### config.mk
export PLATFORM = sky130hd
export DESIGN_NAME = conv_window_buffer
export DESIGN_NICKNAME = d
export VERILOG_FILES = /design/src/rtl/conv_window_buffer.sv
export SDC_FILE = /design/constraint.sdc
export NUM_CORES = 2
export LEC_CHECK = 0
export ABC_CLOCK_PERIOD_IN_PS = 33900
export CAP_MARGIN = 20
export CORE_AREA = 2 2 508 510
export DETAILED_ROUTE_END_ITERATION = 7
export DIE_AREA = 0 0 510 512
export PLACE_DENSITY_LB_ADDON = 0.15
export SKIP_CTS_REPAIR_TIMING = 1
export SYNTH_ARGS = -nofsm -noshare
export SYNTH_HDL_FRONTEND = slang
export SYNTH_SLANG_ARGS = --single-unit
### constraint.sdc
create_clock -name clk -period 33.9 [get_ports clk]
set_clock_uncertainty 0.1 [all_clocks]
set_input_delay 6.78 -clock clk [delete_from_list [all_inputs] [get_ports clk]]
set_output_delay 6.78 -clock clk [all_outputs]
set_load 0.03 [all_outputs]
### src/rtl/conv_window_buffer.sv
// rtl/conv_window_buffer.sv - streams every valid KxK window (stride 1) of a row-major feature map
// Optional stall counter output enabled by defining CONV_WIN_STALL_CNT_EN.
module conv_window_buffer #(
   parameter int DATA_W    = 16,
   parameter int MAX_WIDTH = 32,
   parameter int K         = 5
) (
   input  logic                  clk,
   input  logic                  rst,
   input  logic [5:0]            cfg_width,
   input  logic                  frame_start,
   output logic                  cfg_error,
   input  logic                  in_valid,
   output logic                  in_ready,
   input  logic [DATA_W-1:0]     in_data,
   output logic                  win_valid,
   input  logic                  win_ready,
   output logic [K*K*DATA_W-1:0] win_data,
   output logic [5:0]            win_row,
   output logic [5:0]            win_col,
`ifdef CONV_WIN_STALL_CNT_EN
   output logic [15:0]           stall_cycles,
`endif
   output logic                  frame_done
);

   localparam int         AW  = $clog2(MAX_WIDTH);
   localparam logic [5:0] KM1 = 6'(K - 1);

   typedef enum logic [1:0] {S_IDLE, S_LOAD, S_DRAIN} state_t;

   state_t                r_state;
   logic [5:0]            r_width;
   logic [5:0]            r_row;
   logic [5:0]            r_col;
   // r_lb[m][j] holds pixel (i-K+1+m, j) while pixel (i, j) is being accepted
   logic [DATA_W-1:0]     r_lb [K-1][MAX_WIDTH];
   logic [DATA_W-1:0]     r_sr [K][K];
   logic                  r_win_valid;
   logic [K*K*DATA_W-1:0] r_win_data;
   logic [5:0]            r_win_row;
   logic [5:0]            r_win_col;
   logic                  r_frame_done;
   logic                  r_cfg_error;

   logic                  w_cfg_bad;
   logic                  w_start_ok;
   logic                  w_in_ready;
   logic                  w_in_fire;
   logic                  w_win_fire;
   logic                  w_last_pix;
   logic                  w_row_end;
   logic                  w_win_done;
   logic [AW-1:0]         w_addr;
   logic [DATA_W-1:0]     w_col [K];
   logic [K*K*DATA_W-1:0] w_win_next;

   assign w_cfg_bad  = (cfg_width < 6'(K)) || ({1'b0, cfg_width} > 7'(MAX_WIDTH));
   assign w_start_ok = (r_state == S_IDLE) && frame_start && !w_cfg_bad;
   assign w_in_ready = (r_state == S_LOAD) && (!r_win_valid || win_ready);
   assign w_in_fire  = in_valid && w_in_ready;
   assign w_win_fire = r_win_valid && win_ready;
   assign w_row_end  = (r_col == r_width - 6'd1);
   assign w_last_pix = (r_row == r_width - 6'd1) && w_row_end;
   assign w_win_done = (r_row >= KM1) && (r_col >= KM1);
   assign w_addr     = r_col[AW-1:0];

   // Column entering the window: K-1 buffered rows above plus the incoming pixel
   always_comb begin
      for (int r = 0; r < K - 1; r++) begin
         w_col[r] = r_lb[r][w_addr];
      end
      w_col[K-1] = in_data;
      w_win_next = '0;
      for (int r = 0; r < K; r++) begin
         for (int c = 0; c < K - 1; c++) begin
            w_win_next[(r*K+c)*DATA_W +: DATA_W] = r_sr[r][c+1];
         end
         w_win_next[(r*K+K-1)*DATA_W +: DATA_W] = w_col[r];
      end
   end

   // Storage carries no reset: every location is rewritten before a window reads it
   always_ff @(posedge clk) begin
      if (w_in_fire) begin
         for (int r = 0; r < K - 1; r++) begin
            r_lb[r][w_addr] <= w_col[r+1];
         end
         for (int r = 0; r < K; r++) begin
            for (int c = 0; c < K - 1; c++) begin
               r_sr[r][c] <= r_sr[r][c+1];
            end
            r_sr[r][K-1] <= w_col[r];
         end
      end
   end

   always_ff @(posedge clk) begin
      if (rst) begin
         r_state      <= S_IDLE;
         r_width      <= '0;
         r_row        <= '0;
         r_col        <= '0;
         r_win_valid  <= 1'b0;
         r_win_data   <= '0;
         r_win_row    <= '0;
         r_win_col    <= '0;
         r_frame_done <= 1'b0;
         r_cfg_error  <= 1'b0;
      end else begin
         r_frame_done <= 1'b0;
         r_cfg_error  <= (r_state == S_IDLE) && frame_start && w_cfg_bad;

         if (w_in_fire && w_win_done) begin
            r_win_valid <= 1'b1;
            r_win_data  <= w_win_next;
            r_win_row   <= r_row - KM1;
            r_win_col   <= r_col - KM1;
         end else if (w_win_fire) begin
            r_win_valid <= 1'b0;
         end

         case (r_state)
            S_IDLE: begin
               if (w_start_ok) begin
                  r_width <= cfg_width;
                  r_row   <= '0;
                  r_col   <= '0;
                  r_state <= S_LOAD;
               end
            end
            S_LOAD: begin
               if (w_in_fire) begin
                  if (w_last_pix) begin
                     r_state <= S_DRAIN;
                  end else if (w_row_end) begin
                     r_col <= '0;
                     r_row <= r_row + 6'd1;
                  end else begin
                     r_col <= r_col + 6'd1;
                  end
               end
            end
            S_DRAIN: begin
               // Only the final window can be pending once the last pixel is in
               if (w_win_fire) begin
                  r_state      <= S_IDLE;
                  r_frame_done <= 1'b1;
               end
            end
            default: r_state <= S_IDLE;
         endcase
      end
   end

`ifdef CONV_WIN_STALL_CNT_EN
   logic [15:0] r_stall_cnt;

   always_ff @(posedge clk) begin
      if (rst || w_start_ok) begin
         r_stall_cnt <= '0;
      end else if (r_win_valid && !win_ready && (r_stall_cnt != 16'hFFFF)) begin
         r_stall_cnt <= r_stall_cnt + 16'd1;
      end
   end

   assign stall_cycles = r_stall_cnt;
`endif

   assign in_ready   = w_in_ready;
   assign win_valid  = r_win_valid;
   assign win_data   = r_win_data;
   assign win_row    = r_win_row;
   assign win_col    = r_win_col;
   assign frame_done = r_frame_done;
   assign cfg_error  = r_cfg_error;

endmodule
## Word-level counts from Yosys, hierarchy flattened

Memories as Yosys holds them, arrays and structs flattened.
Index checks and enable logic that the tools add are counted.

- Flip-flop bits (word level): 435
- Latch bits: 0
- Bits in writable memories: 2448
- ROM bits: 0
- Bits of input ports: 27
- Memories: 2

- Add/sub/neg operators: 5
- Multiply operators: 0
- Div/mod/pow operators: 0
- $lt $le $gt $ge: 6
- Equal/unequal tests: 10
- Shift operators: 0
- Muxes and demuxes: 34
- Bitwise logic cells: 2
- Reduce and logical (&&, ||, !) cells: 22

Memory list:

| memory | words | bits a word | rd ports | clocked after Yosys merged registers in | wr ports | RTL line | RTL |
|---|---|---|---|---|---|---|---|
| r_lb | 4 | 512 | 4 | 0 | 4 | 37 | `logic [DATA_W-1:0] r_lb [K-1][MAX_WIDTH];` |
| r_sr | 5 | 80 | 5 | 0 | 5 | 38 | `logic [DATA_W-1:0] r_sr [K][K];` |

Operators by type and width:

| operator | count |
|---|---|
| two-way mux 512 bit | 1 |
| binary-select mux 16 bit (select 5 bit) | 4 |
| two-way mux 16 bit | 9 |
| demux 16 bit (select 5 bit) | 1 |
| two-way mux 6 bit | 7 |
| case mux 6 bit (2 select lines) | 2 |
| adder 6 x 1 -> 6 bit, second input constant | 2 |
| == test 6 bit | 2 |
| greater-or-equal comparator 6 x 3 -> 1 bit, second input constant | 2 |
| inequality test 2 bit, second input constant | 6 |
| subtractor 6 x 3 -> 6 bit, second input constant | 2 |
| logical AND 1 bit | 10 |
| two-way mux 2 bit | 4 |
| AND reduction 4 bit | 2 |
| greater-or-equal comparator 6 bit, second input constant | 1 |
| greater-than comparator 6 bit, second input constant | 1 |
| < comparator 6 x 1 -> 1 bit, second input constant | 1 |
| < comparator 6 x 3 -> 1 bit, second input constant | 1 |
| inverter 5 -> 6 bit | 1 |
| case mux 2 bit (3 select lines) | 1 |
| subtractor 6 x 1 -> 6 bit, second input constant | 1 |
| two-way mux 1 bit | 5 |
| AND reduction 5 bit | 1 |
| nonzero test 2 bit | 2 |
| other kinds (8) | 10 |

## Depth between registers and ports, before layout

- Depth in word-level cells: 6
- Mapped depth: 14

## Least setup slack after synthesis

OpenSTA, ideal clock, no wires.

- Path kind: input port to flip-flop
- Start point: input win_ready
- End point: memory r_lb[0][0] (netlist name), enable pin
- Library setup time: 486 ps
- Arrival time: 24759 ps
- Data required time: 33314 ps
- Setup slack: 8556 ps
- Cell stages on the path: 4
- Path buffers: 0
- Cells stage by stage: nor2b_1 > nor3b_2 > nand2_1 > nor2_1

RTL lines:

| element | RTL line | RTL |
|---|---|---|
| from (decl) | 17 | `input logic win_ready,` |
| to (decl) | 37 |  |

## Worst setup path after layout

- Start point: input win_ready
- End point: output in_ready

- Longest elaborated chain between the ends: 2

RTL lines:

| element | RTL line | RTL |
|---|---|---|
| logical OR 1 bit | 60 | `assign w_in_ready = (r_state == S_LOAD) && (!r_win_valid \|\| win_ready);` |
| logical AND 1 bit | 60 |  |
| to (decl) | 14 | `output logic in_ready,` |

No other way between the ends.

==> impl_metrics.env <==
export IMPL_fill_cells=21568
export IMPL_r2r_end="win_data[395]"
export IMPL_clkSinkCount=2803
export IMPL_path_common_cell="clkdlybuf4s50_1"
export IMPL_worstPathArrival_ps=8190
export IMPL_place_inst=9092
export IMPL_maxCapViolations=0
export IMPL_synth_top_family_by_area="multiplexers"
export IMPL_period_share=0.445
export IMPL_start_util=0.397
export IMPL_synth_area_per_cell_sq_um=18.8
export IMPL_finalNonFillerCells=9615
export IMPL_num_vias=53511
export IMPL_cts_buffer_depth=4
export IMPL_slew_violations=0
export IMPL_netlist_instances=5404
export IMPL_final_nets=6054
export IMPL_via_per_inst=5.57
export IMPL_min_to="r_sr[4][62]"
export IMPL_yosysTopAreaCell="edfxtp_1"
export IMPL_ys_top_cells_by_area="edfxtp_1 70%, mux4_2 11%, dfxtp_1 8.6%, nand2_1 2.6%, a22oi_1 1.9%"
export IMPL_cp_slowest_cell="clkdlybuf4s50_1"
export IMPL_ys_seq_area_frac=0.785
export IMPL_synth_edf_count=2368
export IMPL_synth_simple_gate_area_share=0.0441
export IMPL_portBuffers=442
export IMPL_outcome="finished clean"
export IMPL_synthMuxAreaShare=0.114
export IMPL_clk_latency_ps=930
export IMPL_grt_pass1_wl_microns=402000
export IMPL_place_ws_ps=18830
export IMPL_synth_adder_area_share=0.00160
export IMPL_critPathBufInv=2
export IMPL_fp_row_count=186
export IMPL_die_area_sq_um=261000
export IMPL_hpwlAfterDp_microns=149000
export IMPL_fmax_ghz=0.0664
export IMPL_synth_fp_nets=5444
export IMPL_start_kind="input port"
export IMPL_antenna_left=0
export IMPL_rsz0062_at_grt="no"
export IMPL_grt_ovfl_total=0
export IMPL_synth_top_cell_area_share=0.700
export IMPL_critPathCaptureType="primary output"
export IMPL_area_delta_synth_final_pct=17.9
export IMPL_yosys_register_bits=2803
export IMPL_ir_worst_vdd_mv=0.0592
export IMPL_synthDistinctLibCells=56
export IMPL_synth_xor_area_share=0.00172
export IMPL_grtUsageTotal=0.216
export IMPL_rr_worst_depth=9
export IMPL_gp_congestion=0.738
export IMPL_crit_reg2reg_launch="r_state[0]"
export IMPL_p_leak_uw=0.0363
export IMPL_antenna_found_initial=9
export IMPL_wl_per_cell_microns=29.7
export IMPL_grt_max_degree=167
export IMPL_io_pins=443
export IMPL_drt_iter0_drc=5611
export IMPL_maxSlewHeadroom=0.248
export IMPL_min_path_cells=0
export IMPL_critical_path_top_delay_family="buffers and inverters"
export IMPL_synth_main_ff_cell="edfxtp_1"
export IMPL_core_area_sq_um=256000
export IMPL_async_flop_share=0
export IMPL_slowest_delay_ps=690
export IMPL_regArea_sq_um=79800
export IMPL_grt_pass1_vias=53031
export IMPL_hold_start="r_sr[4][46]"
export IMPL_multi_input_area_sq_um=20700
export IMPL_tightestPinTransition_ps=1130
export IMPL_dieWidth_microns=510
export IMPL_cts_root_buf="clkbuf_16"
export IMPL_tns_ps=0
export IMPL_synth_compound_area_share=0.0397
export IMPL_cts_tree="yes"
export IMPL_period_needed_ps=15070
export IMPL_first_pass_iters=7
export IMPL_cp_cell_sequence="clkdlybuf4s50_1 > nor2b_1 > nor2_1 > clkdlybuf4s50_1"
export IMPL_critPathKind="input port to primary output"
export IMPL_syn_cell_area_sq_um=102000
export IMPL_final_layout_size_suffix_gt1_frac=0.182
export IMPL_worstPathMaxFanout=3
export IMPL_yosysWarnings=0
export IMPL_wirelength_microns=286000
export IMPL_powerDensity_nw_per_um2=58.3
export IMPL_cts_clk_slew_worst_paths_ps=60
export IMPL_crit_required_ps=27020
export IMPL_fin_ws_ps=18830
export IMPL_die_h_microns=512
export IMPL_numCtsBuffers=299
export IMPL_cts_htree_levels=5
export IMPL_setup_viol=0
export IMPL_hold_class="flip-flop to flip-flop"
export IMPL_r2r_slack_ps=28390
export IMPL_hold_violations=0
export IMPL_drc_errors=0
## per-layer routing
metal	track usage	share of wire	vias up
li1	-	-	22624
met1	0.302	0.43	28705
met2	0.355	0.49	1852
met3	0.0350	0.063	330
met4	0.0461	0.018	0
met5	0	0	-
## state kept, by name, indices dropped and copies added (netlist names)
register and cells:
frame_done 1, r_sr 320, r_state 2, cfg_error 1, win_valid 1, r_lb 2048, r_width 6, r_row 6
r_col 6, win_col 6, win_row 6, win_data 400
## cells in the mapped netlist, drive strengths merged (2+ instances only)
cell,count
a211oi,12
nor3,75
or3,8
a21oi,345
a32oi,2
inv,12
nor4,5
edfxtp,2368
o21ai,5
xor2,7
xnor2,5
o41ai,2
nor2b,2
a211o,2
and3,4
and2,2
xnor3,2
nand2,705
nor3b,2
clkbuf,173
a41oi,2
a21o,3
nor2,195
a22oi,256
nand4,68
mux2i,5
ha,13
dfxtp,435
a221o,2
nand2b,6
mux4,512
o31ai,3
buf,143
nand3,8
## placed cells by master (no fill, tap or decap), drive strengths merged, types with 12 or more instances in the layout
| cell type | instances |
|---|---|
| a21oi | 345 |
| inv | 18 |
| clkdlybuf4s50 | 441 |
| mux4 | 512 |
| nor3 | 75 |
| a22oi | 256 |
| nor2 | 195 |
| dfxtp | 435 |
| a211oi | 12 |
| nand2 | 705 |
| clkbuf | 407 |
| ha | 13 |
| edfxtp | 2368 |
| nand4 | 68 |
| clkinv | 97 |
| buf | 181 |
## metrics by stage
stage / power [uW] / utilization / instance area (sq um) / hold slack [ps]
2_1_floorplan: 3950 / - / 102000 / 326
3_3_place_gp: 4020 / 0.433 / 111000 / 331
3_5_place_dp: 4020 / 0.433 / 111000 / 333
4_1_cts: 7040 / 0.468 / 120000 / 337
5_1_grt: 7190 / 0.469 / 120000 / 347
6_report: 6980 / 0.469 / 120000 / 330
## worst max-delay path by stage
stage,from,endpoint,cells after the start
CTS,win_ready,in_ready,4
global route,win_ready,in_ready,4
global placement,win_ready,in_ready,4
detailed placement,win_ready,in_ready,4
floorplan,win_ready,r_lb[0][0],4
finish,win_ready,in_ready,4
## area by class of cell
class,instances,share of cell area
flip-flops and latches,2803,0.666
multi-input cells,2272,0.173
clock buffers,404,0.0683
repair buffers,625,0.0507
well taps,3384,0.0353
clock inverters,111,0.00606
inverters,13,0.000407
diodes,3,0.0000626
## worst reg2reg max path: stages, from the launching register on
cell	delay [ps]
dfxtp_1	420
nand2b_1	300
nor3b_4	520
buf_4	810
and3_4	660
buf_4	620
buf_4	750
buf_4	840
nand2_1	230
a21oi_1	160
## where the power goes
group          switching [uW]  internal (uW)  total, uW
Sequential               9.59           3760       3770
Combinational             121           58.7        180
Clock                    1290           1750       3040
## cell families (layout without fill, tap and decap cells)
family,after synthesis,in the layout
other,0,3
AO/OA/AOI/OAI,642,642
flip-flops,2803,2803
XOR/XNOR,15,15
buffers and inverters,329,1153
multiplexers,517,517
AND/OR/NAND/NOR,1085,1085
adder cells (fa/ha/maj),13,13
Power figures use the tool's default switching activity.
